## src/rtl/tpu_tile_sequencer.sv

```systemverilog
// tpu_tile_sequencer
//   Tile controller for the systolic array. One start request runs one tile:
//   pop a weight set from the weight FIFO, pulse the array weight reload,
//   stream cfg_len activation vectors out of the unified buffer with per-lane
//   skew, de-skew the array results, requantise them and write them back.
//
// Ports
//   clk, rst           clock (rising edge), synchronous active-high reset
//   start              one-cycle tile request (ignored unless idle)
//   cfg_in_base        first activation address
//   cfg_out_base       first result address
//   cfg_len            number of vectors (0 gives an empty tile)
//   cfg_shift          arithmetic right shift for requantisation
//   cfg_relu           clamp negative results to zero
//   busy, done         tile in progress / one-cycle end-of-tile pulse
//   fifo_empty         weight FIFO empty
//   fifo_rd_en         weight FIFO pop
//   we_rl              weight reload pulse to the array
//   ub_rd_en/addr/data UB read port (data valid one cycle after the strobe)
//   din_skew           skewed activations to the array
//   array_result       raw array outputs (lane j lags lane 0 by j cycles)
//   ub_wr_en/addr/data UB write port carrying requantised results
module tpu_tile_sequencer #(
  parameter int ROWS      = 8,
  parameter int COLS      = 8,
  parameter int DATA_BW   = 8,
  parameter int PSUM_BW   = 20,
  parameter int ADDR_W    = 10,
  parameter int ARRAY_LAT = 9
) (
  input  logic                      clk,
  input  logic                      rst,
  input  logic                      start,
  input  logic [ADDR_W-1:0]         cfg_in_base,
  input  logic [ADDR_W-1:0]         cfg_out_base,
  input  logic [ADDR_W-1:0]         cfg_len,
  input  logic [4:0]                cfg_shift,
  input  logic                      cfg_relu,
  output logic                      busy,
  output logic                      done,
  input  logic                      fifo_empty,
  output logic                      fifo_rd_en,
  output logic                      we_rl,
  output logic                      ub_rd_en,
  output logic [ADDR_W-1:0]         ub_rd_addr,
  input  logic [COLS*DATA_BW-1:0]   ub_rd_data,
  output logic [COLS*DATA_BW-1:0]   din_skew,
  input  logic [ROWS*PSUM_BW-1:0]   array_result,
  output logic                      ub_wr_en,
  output logic [ADDR_W-1:0]         ub_wr_addr,
  output logic [ROWS*DATA_BW-1:0]   ub_wr_data
);

  // One bit per cycle from read strobe to write strobe; the last bit is ub_wr_en.
  localparam int VLD_N = 1 + ARRAY_LAT + ROWS;
  localparam logic signed [PSUM_BW-1:0] SAT_MAX = PSUM_BW'(2**(DATA_BW-1) - 1);
  localparam logic signed [PSUM_BW-1:0] SAT_MIN = ~SAT_MAX;

  typedef enum logic [2:0] {S_IDLE, S_WPOP, S_WLOAD, S_STREAM, S_DRAIN, S_DONE} state_t;

  state_t                 r_state, w_next;
  logic [ADDR_W-1:0]      r_in_base, r_out_base, r_len, r_cnt, r_wr_cnt, r_wr_addr;
  logic [4:0]             r_shift;
  logic                   r_relu, r_busy, r_done;
  logic [VLD_N-1:0]       r_vld;
  logic [ROWS*DATA_BW-1:0] r_wr_data;
  logic [COLS*DATA_BW-1:0] w_act_p0;
  logic [ROWS*PSUM_BW-1:0] w_dsk_p1;

  function automatic logic signed [DATA_BW-1:0] sat(input logic signed [PSUM_BW-1:0] v);
    if (v > SAT_MAX)      return SAT_MAX[DATA_BW-1:0];
    else if (v < SAT_MIN) return SAT_MIN[DATA_BW-1:0];
    else                  return v[DATA_BW-1:0];
  endfunction

  function automatic logic signed [DATA_BW-1:0] requant(input logic signed [PSUM_BW-1:0] psum,
                                                        input logic [4:0] sh, input logic relu);
    logic signed [PSUM_BW-1:0] r;
    r = psum >>> sh;
    if (relu && r[PSUM_BW-1]) r = '0;
    return sat(r);
  endfunction

  always_ff @(posedge clk) begin
    if (rst) r_state <= S_IDLE;
    else     r_state <= w_next;
  end

  always_comb begin
    w_next = r_state;
    case (r_state)
      S_IDLE:   if (start) w_next = (cfg_len == '0) ? S_DONE : S_WPOP;
      S_WPOP:   if (!fifo_empty) w_next = S_WLOAD;
      S_WLOAD:  w_next = S_STREAM;
      S_STREAM: if (r_cnt == r_len - ADDR_W'(1)) w_next = S_DRAIN;
      // Leave once the final result is entering the write stage and nothing
      // is behind it; DONE then coincides with the last write strobe.
      S_DRAIN:  if (r_vld[VLD_N-3:0] == '0) w_next = S_DONE;
      S_DONE:   w_next = S_IDLE;
      default:  w_next = S_IDLE;
    endcase
  end

  always_comb begin
    fifo_rd_en = 1'b0;
    we_rl      = 1'b0;
    ub_rd_en   = 1'b0;
    ub_rd_addr = '0;
    case (r_state)
      S_WPOP:   fifo_rd_en = !fifo_empty;
      S_WLOAD:  we_rl = 1'b1;
      S_STREAM: begin
        ub_rd_en   = 1'b1;
        ub_rd_addr = r_in_base + r_cnt;
      end
      default: ;
    endcase
  end

  always_ff @(posedge clk) begin
    if (rst) begin
      r_busy     <= 1'b0;
      r_done     <= 1'b0;
      r_cnt      <= '0;
      r_wr_cnt   <= '0;
      r_vld      <= '0;
      r_in_base  <= '0;
      r_out_base <= '0;
      r_len      <= '0;
      r_shift    <= '0;
      r_relu     <= 1'b0;
    end else begin
      r_done <= (r_state == S_DONE);
      r_vld  <= {r_vld[VLD_N-2:0], ub_rd_en};
      if (r_state == S_IDLE && start) begin
        r_in_base  <= cfg_in_base;
        r_out_base <= cfg_out_base;
        r_len      <= cfg_len;
        r_shift    <= cfg_shift;
        r_relu     <= cfg_relu;
        r_busy     <= 1'b1;
        r_cnt      <= '0;
        r_wr_cnt   <= '0;
      end else if (r_state == S_DONE) begin
        r_busy <= 1'b0;
      end
      if (r_state == S_STREAM) r_cnt <= r_cnt + ADDR_W'(1);
      if (r_vld[VLD_N-2])      r_wr_cnt <= r_wr_cnt + ADDR_W'(1);
    end
  end

  // p0: UB read data, forced to zero when no vector is in this slot
  assign w_act_p0 = r_vld[0] ? ub_rd_data : '0;

  genvar gi;
  for (gi = 0; gi < COLS; gi++) begin : g_skew
    if (gi == 0) begin : g_pass
      assign din_skew[DATA_BW-1:0] = w_act_p0[DATA_BW-1:0];
    end else begin : g_dly
      logic [DATA_BW-1:0] r_skew_p [gi];
      always_ff @(posedge clk) begin
        if (rst) begin
          for (int k = 0; k < gi; k++) r_skew_p[k] <= '0;
        end else begin
          r_skew_p[0] <= w_act_p0[gi*DATA_BW +: DATA_BW];
          for (int k = 1; k < gi; k++) r_skew_p[k] <= r_skew_p[k-1];
        end
      end
      assign din_skew[gi*DATA_BW +: DATA_BW] = r_skew_p[gi-1];
    end
  end

  // p1: array outputs re-aligned so all lanes of one vector appear together
  for (gi = 0; gi < ROWS; gi++) begin : g_dsk
    if (gi == ROWS - 1) begin : g_pass
      assign w_dsk_p1[gi*PSUM_BW +: PSUM_BW] = array_result[gi*PSUM_BW +: PSUM_BW];
    end else begin : g_dly
      localparam int D = ROWS - 1 - gi;
      logic [PSUM_BW-1:0] r_dsk_p [D];
      always_ff @(posedge clk) begin
        if (rst) begin
          for (int k = 0; k < D; k++) r_dsk_p[k] <= '0;
        end else begin
          r_dsk_p[0] <= array_result[gi*PSUM_BW +: PSUM_BW];
          for (int k = 1; k < D; k++) r_dsk_p[k] <= r_dsk_p[k-1];
        end
      end
      assign w_dsk_p1[gi*PSUM_BW +: PSUM_BW] = r_dsk_p[D-1];
    end
  end

  // p2: requantised write stage
  always_ff @(posedge clk) begin
    if (rst) begin
      r_wr_addr <= '0;
      r_wr_data <= '0;
    end else if (r_vld[VLD_N-2]) begin
      r_wr_addr <= r_out_base + r_wr_cnt;
      for (int j = 0; j < ROWS; j++)
        r_wr_data[j*DATA_BW +: DATA_BW] <= requant($signed(w_dsk_p1[j*PSUM_BW +: PSUM_BW]),
                                                   r_shift, r_relu);
    end
  end

  assign busy       = r_busy;
  assign done       = r_done;
  assign ub_wr_en   = r_vld[VLD_N-1];
  assign ub_wr_addr = r_wr_addr;
  assign ub_wr_data = r_wr_data;

endmodule

```

## config.mk

```make
export PLATFORM = sky130hd
export DESIGN_NAME = tpu_tile_sequencer
export DESIGN_NICKNAME = d
export VERILOG_FILES = /design/src/rtl/tpu_tile_sequencer.sv
export SDC_FILE = /design/constraint.sdc
export NUM_CORES = 2
export LEC_CHECK = 0
export CORE_MARGIN = 4
export CORE_UTILIZATION = 51
export DETAILED_ROUTE_END_ITERATION = 8
export PLACE_DENSITY = 0.76
export SYNTH_ARGS = -nofsm -noshare
export SYNTH_HDL_FRONTEND = slang
export SYNTH_SLANG_ARGS = --single-unit
```

## constraint.sdc

```tcl
create_clock -name clk -period 2.6 [get_ports clk]
set_clock_uncertainty 0.15 [all_clocks]
set_input_delay 0.52 -clock clk [delete_from_list [all_inputs] [get_ports clk]]
set_output_delay 0.52 -clock clk [all_outputs]
set_load 0.005 [all_outputs]
```

==> impl_results.html <==
<table>
<tr><th>Metric</th><th>Value</th></tr>
<tr><th colspan="2">Run status</th></tr>
<tr><td>Status</td><td>complete, but fails checks</td></tr>
<tr><td>Violated checks</td><td>setup timing</td></tr>
<tr><th colspan="2">STA</th></tr>
<tr><td>Fraction of the cycle the final worst path needs</td><td>123%</td></tr>
<tr><td>Least setup slack across all paths after layout</td><td>-0.592 ns</td></tr>
<tr><td>Slew at the pin closest to its max-slew limit</td><td>0.928 ns</td></tr>
<tr><td>Worst-case headroom to the max-slew limit</td><td>38.2%</td></tr>
<tr><td>Min Tclk post-route</td><td>3.19 ns</td></tr>
<tr><td>Count of pins over their slew limit</td><td>0</td></tr>
<tr><td>F_max</td><td>313 MHz</td></tr>
<tr><td>Final-report setup violation count</td><td>67</td></tr>
<tr><td>RSZ-0062 raised after global routing</td><td>yes</td></tr>
<tr><td>Hold Violations, Final</td><td>0</td></tr>
<tr><td>Setup tns final</td><td>-18.61 ns</td></tr>
<tr><th colspan="2">Worst setup path</th></tr>
<tr><td>Crit-path max cell delay</td><td>0.39 ns</td></tr>
<tr><td>Class of the most critical setup path</td><td>register to primary output</td></tr>
<tr><td>Crit start category</td><td>register</td></tr>
<tr><td>Cell mode on critical path</td><td>a21oi_2</td></tr>
<tr><td>Bufs and invs on worst path</td><td>3</td></tr>
<tr><td>Worst setup path start</td><td>r_in_base[1]</td></tr>
<tr><td>Data required time at the worst endpoint</td><td>1.93 ns</td></tr>
<tr><td>Cell Chain, Critical Path</td><td>buf_6 -&gt; fa_2 -&gt; a21o_1 -&gt; a21oi_2 -&gt; o21bai_1 -&gt; a21oi_2 -&gt; buf_4 -&gt; xor2_1 -&gt; nor2_1 -&gt; buf_2</td></tr>
<tr><td>Kind of end point of the critical path</td><td>primary output</td></tr>
<tr><td>CP max stage cell</td><td>fa_2</td></tr>
<tr><td>Largest fanout of any net on the critical path</td><td>2</td></tr>
<tr><td>R2r startpoint</td><td>r_shift[2]</td></tr>
<tr><td>Cell family with most CP delay</td><td>compound AO/OA/AOI/OAI gates</td></tr>
<tr><td>CP arrival</td><td>2.52 ns</td></tr>
<tr><th colspan="2">Floorplan</th></tr>
<tr><td>Core area</td><td>71900 sq um</td></tr>
<tr><td>I/O pins</td><td>418</td></tr>
<tr><td>Horiz. Die Dim</td><td>278 um</td></tr>
<tr><td>Die outline area</td><td>77200 sq um</td></tr>
<tr><td>Initial core utilization</td><td>51.7%</td></tr>
<tr><td>Die height</td><td>278 um</td></tr>
<tr><td>Number of core rows</td><td>98</td></tr>
<tr><th colspan="2">Min path</th></tr>
<tr><td>Critical hold path startpoint</td><td>g_dsk[2].g_dly.r_dsk_p[0][9]</td></tr>
<tr><td>Class of the most critical hold timing path</td><td>register to register</td></tr>
<tr><th colspan="2">Yosys</th></tr>
<tr><td>Sequential element share of the synthesized area</td><td>50.5%</td></tr>
<tr><td>Synth async-reset ratio</td><td>0%</td></tr>
<tr><td>Post-Syn Instances</td><td>3595</td></tr>
<tr><td>Flip-flop and latch count after synthesis</td><td>937</td></tr>
<tr><td>Adder-cell share of the synthesized area</td><td>0.815%</td></tr>
<tr><td>Most used DFF post-synth</td><td>dfxtp_1</td></tr>
<tr><td>Average cell area after synthesis</td><td>10.3 sq um</td></tr>
<tr><td>Combined area of all synthesized cells</td><td>37100 sq um</td></tr>
<tr><td>Post-Synthesis Net Count</td><td>3882</td></tr>
<tr><td>Synthesized-area fraction occupied by and/or/nand/nor cells</td><td>21.7%</td></tr>
<tr><td>Combinational family with the most area after synthesis</td><td>simple AND/OR/NAND/NOR gates</td></tr>
<tr><td>Number of enable-type register cells in the synthesized netlist</td><td>0</td></tr>
<tr><td>Synthesized-area fraction occupied by xor and xnor cells</td><td>0.731%</td></tr>
<tr><td>Multiplexer share of the synthesized area</td><td>12.4%</td></tr>
<tr><td>Compound-gate portion of the synthesized area</td><td>9.74%</td></tr>
<tr><td>Synth warn</td><td>0</td></tr>
<tr><td>Library cells used by synthesis</td><td>89</td></tr>
<tr><th colspan="2">Clock tree</th></tr>
<tr><td>Reg clk slew, reported paths</td><td>0.06 ns</td></tr>
<tr><td>Number of buffers on the longest clock path</td><td>3</td></tr>
<tr><td>Clock network latency to the later pin of the worst-skew pair</td><td>0.66 ns</td></tr>
<tr><td>Total clock buffers created by CTS</td><td>90</td></tr>
<tr><td>Clock sink total</td><td>937</td></tr>
<tr><td>TritonCTS clock tree</td><td>yes</td></tr>
<tr><td>H-tree depth</td><td>3</td></tr>
<tr><td>Clock Tree Root</td><td>clkbuf_16</td></tr>
<tr><th colspan="2">Pwr</th></tr>
<tr><td>Maximum ir drop on the vdd rail</td><td>577 uV</td></tr>
<tr><td>Pwr per Cell Area</td><td>651 nW/um^2</td></tr>
<tr><td>Static Leakage</td><td>19.6 nW</td></tr>
<tr><th colspan="2">Layout</th></tr>
<tr><td>NumNets Final</td><td>4615</td></tr>
<tr><td>Area of all sequential standard cells</td><td>18800 sq um</td></tr>
<tr><td>Count of non-filler cells in the finished layout</td><td>5357</td></tr>
<tr><td>Area Growth Syn to Fin</td><td>35.7%</td></tr>
<tr><td>Final Util</td><td>70.2%</td></tr>
<tr><td>Most common cell after layout, fill and taps aside</td><td>dfxtp_1</td></tr>
<tr><td>Filler cell count</td><td>5330</td></tr>
<tr><td>Area of the multi-input gates</td><td>18100 sq um</td></tr>
<tr><td>Most frequent cells in the layout</td><td>922 x dfxtp_1, 765 x nor2b_1, 415 x buf_4</td></tr>
<tr><td>Fraction of layout cells with a size suffix above 1</td><td>24.3%</td></tr>
<tr><th colspan="2">Global route</th></tr>
<tr><td>Initial antenna violation count</td><td>4</td></tr>
<tr><td>Total track usage</td><td>25.9%</td></tr>
<tr><td>GRT overflow</td><td>0</td></tr>
<tr><td>Maximum number of pins on one net before global-route repair</td><td>208</td></tr>
<tr><td>Number of global-route vias before repair</td><td>27100</td></tr>
<tr><td>First-pass GRT wire length</td><td>159000 um</td></tr>
<tr><th colspan="2">Detailed routing</th></tr>
<tr><td>Number of iterations in the first detailed-routing pass</td><td>8</td></tr>
<tr><td>WL/cell</td><td>19.5 um</td></tr>
<tr><td>Number of design-rule violations left by the first detailed-router iteration</td><td>2586</td></tr>
<tr><td>Drc violations</td><td>0</td></tr>
<tr><td>Vias</td><td>28600</td></tr>
<tr><td>Vias per inst</td><td>5.34</td></tr>
<tr><td>Wirelength, routed</td><td>105000 um</td></tr>
<tr><td>Remaining antenna violation count after routing</td><td>0</td></tr>
<tr><th colspan="2">Place</th></tr>
<tr><td>Total instance count after detailed placement</td><td>5081</td></tr>
<tr><td>Worst slack at placement</td><td>-0.600 ns</td></tr>
<tr><td>Placer congestion estimate</td><td>0.981</td></tr>
<tr><td>HPWL after detailed placement</td><td>73000 um</td></tr>
<tr><td>Number of I/O port buffers</td><td>417</td></tr>
<tr><th colspan="2">Flow run</th></tr>
<tr><td>Max-capacitance violation count</td><td>0</td></tr>
</table>
-- logic make-up (layout without fill, tap and decap cells) --
| group | count (synthesis) | in the layout |
|---|---|---|
| compound gates | 534 | 534 |
| xor+xnor | 31 | 31 |
| fa+ha+maj | 23 | 23 |
| buf+inv | 312 | 1121 |
| flops | 937 | 937 |
| mux | 296 | 296 |
| other cells | 0 | 3 |
| simple gates | 1462 | 1462 |
-- registers in the layout (all words and copies together), names as in the netlist, 18 cells and up --
name and cells:
g_skew.g_dly.r_skew_p 224, r_vld 18, ub_wr_data 64, g_dsk.g_dly.r_dsk_p 560
-- synthesized netlist by cell type, types with 23 or more instances --
cell,instances,area (sq um)
dfxtp_1,937,18800
nor2b_1,768,4800
nand2_1,254,953
nor2_1,177,664
clkbuf_1,175,657
a21oi_1,161,806
mux2i_1,131,1310
mux4_2,119,2680
o21ai_0,92,460
and2_1,76,475
nor3_1,49,245
a211oi_1,45,338
buf_2,41,205
mux2_2,39,439
buf_4,38,285
nand3_1,30,150
nand2b_1,25,156
o211ai_1,24,180
xnor2_1,23,201
-- report_power, final --
part | internal, mW | total, mW | switching [mW]
sequential | 14.7 | 14.9 | 0.175
combinational | 2.25 | 4.37 | 2.12
clock | 8.02 | 13.6 | 5.58
-- what timing repair did --
action / in CTS / in global routing
pin swaps: 89 / 88
hold buffers: 1 / 0
endpoints found under the setup margin: 73 / 80
buffers inserted: 81 / 29
endpoints found under the hold margin: 1 / 0
gates cloned: 17 / 0
gates resized for setup: 301 / 123
-- per-stage QoR --
| step | power [mW] | hold WS [ns] | cell area [sq um] |
|---|---|---|---|
| final | 32.8 | 0.246 | 50400 |
| after global routing | 34.0 | 0.239 | 50400 |
| after CTS | 32.9 | 0.223 | 49900 |
| after detailed placement | 18.7 | 0.270 | 44500 |
| after global placement | 18.7 | 0.265 | 44500 |
| after floorplan | 17.1 | 0.264 | 37300 |
-- per-layer routing --
layer	wire length (um)	GRT usage, %	part of all wire [%]
met5	12	0	0.011
met4	2250	6.65	2.1
met3	7820	5.16	7.5
met2	48000	41.2	46
met1	46600	36.5	44
-- area by class of cell --
class	count	share of cell area, %
Timing Repair Buffer	929	17.8
Clock buffer	125	5.19
Inverter	24	0.218
Antenna cell	3	0.0149
Multi-Input combinational cell	2346	36.0
Clock inverter	43	1.15
Sequential cell	937	37.3
Tap cell	950	2.36
-- final timing paths --
| path | end | slack [ns] | depth (start not counted) |
|---|---|---|---|
| worst max-delay path | ub_rd_addr[6] | -0.59 | 10 |
| worst min-delay path | g_dsk[2].g_dly.r_dsk_p[0][29] | 0.25 | 1 |
| worst max register to register | ub_wr_data[0] | -0.34 | 10 |
| worst min register to register | g_dsk[2].g_dly.r_dsk_p[0][29] | 0.25 | 1 |
No activity file was read; power rests on OpenSTA's default activity.
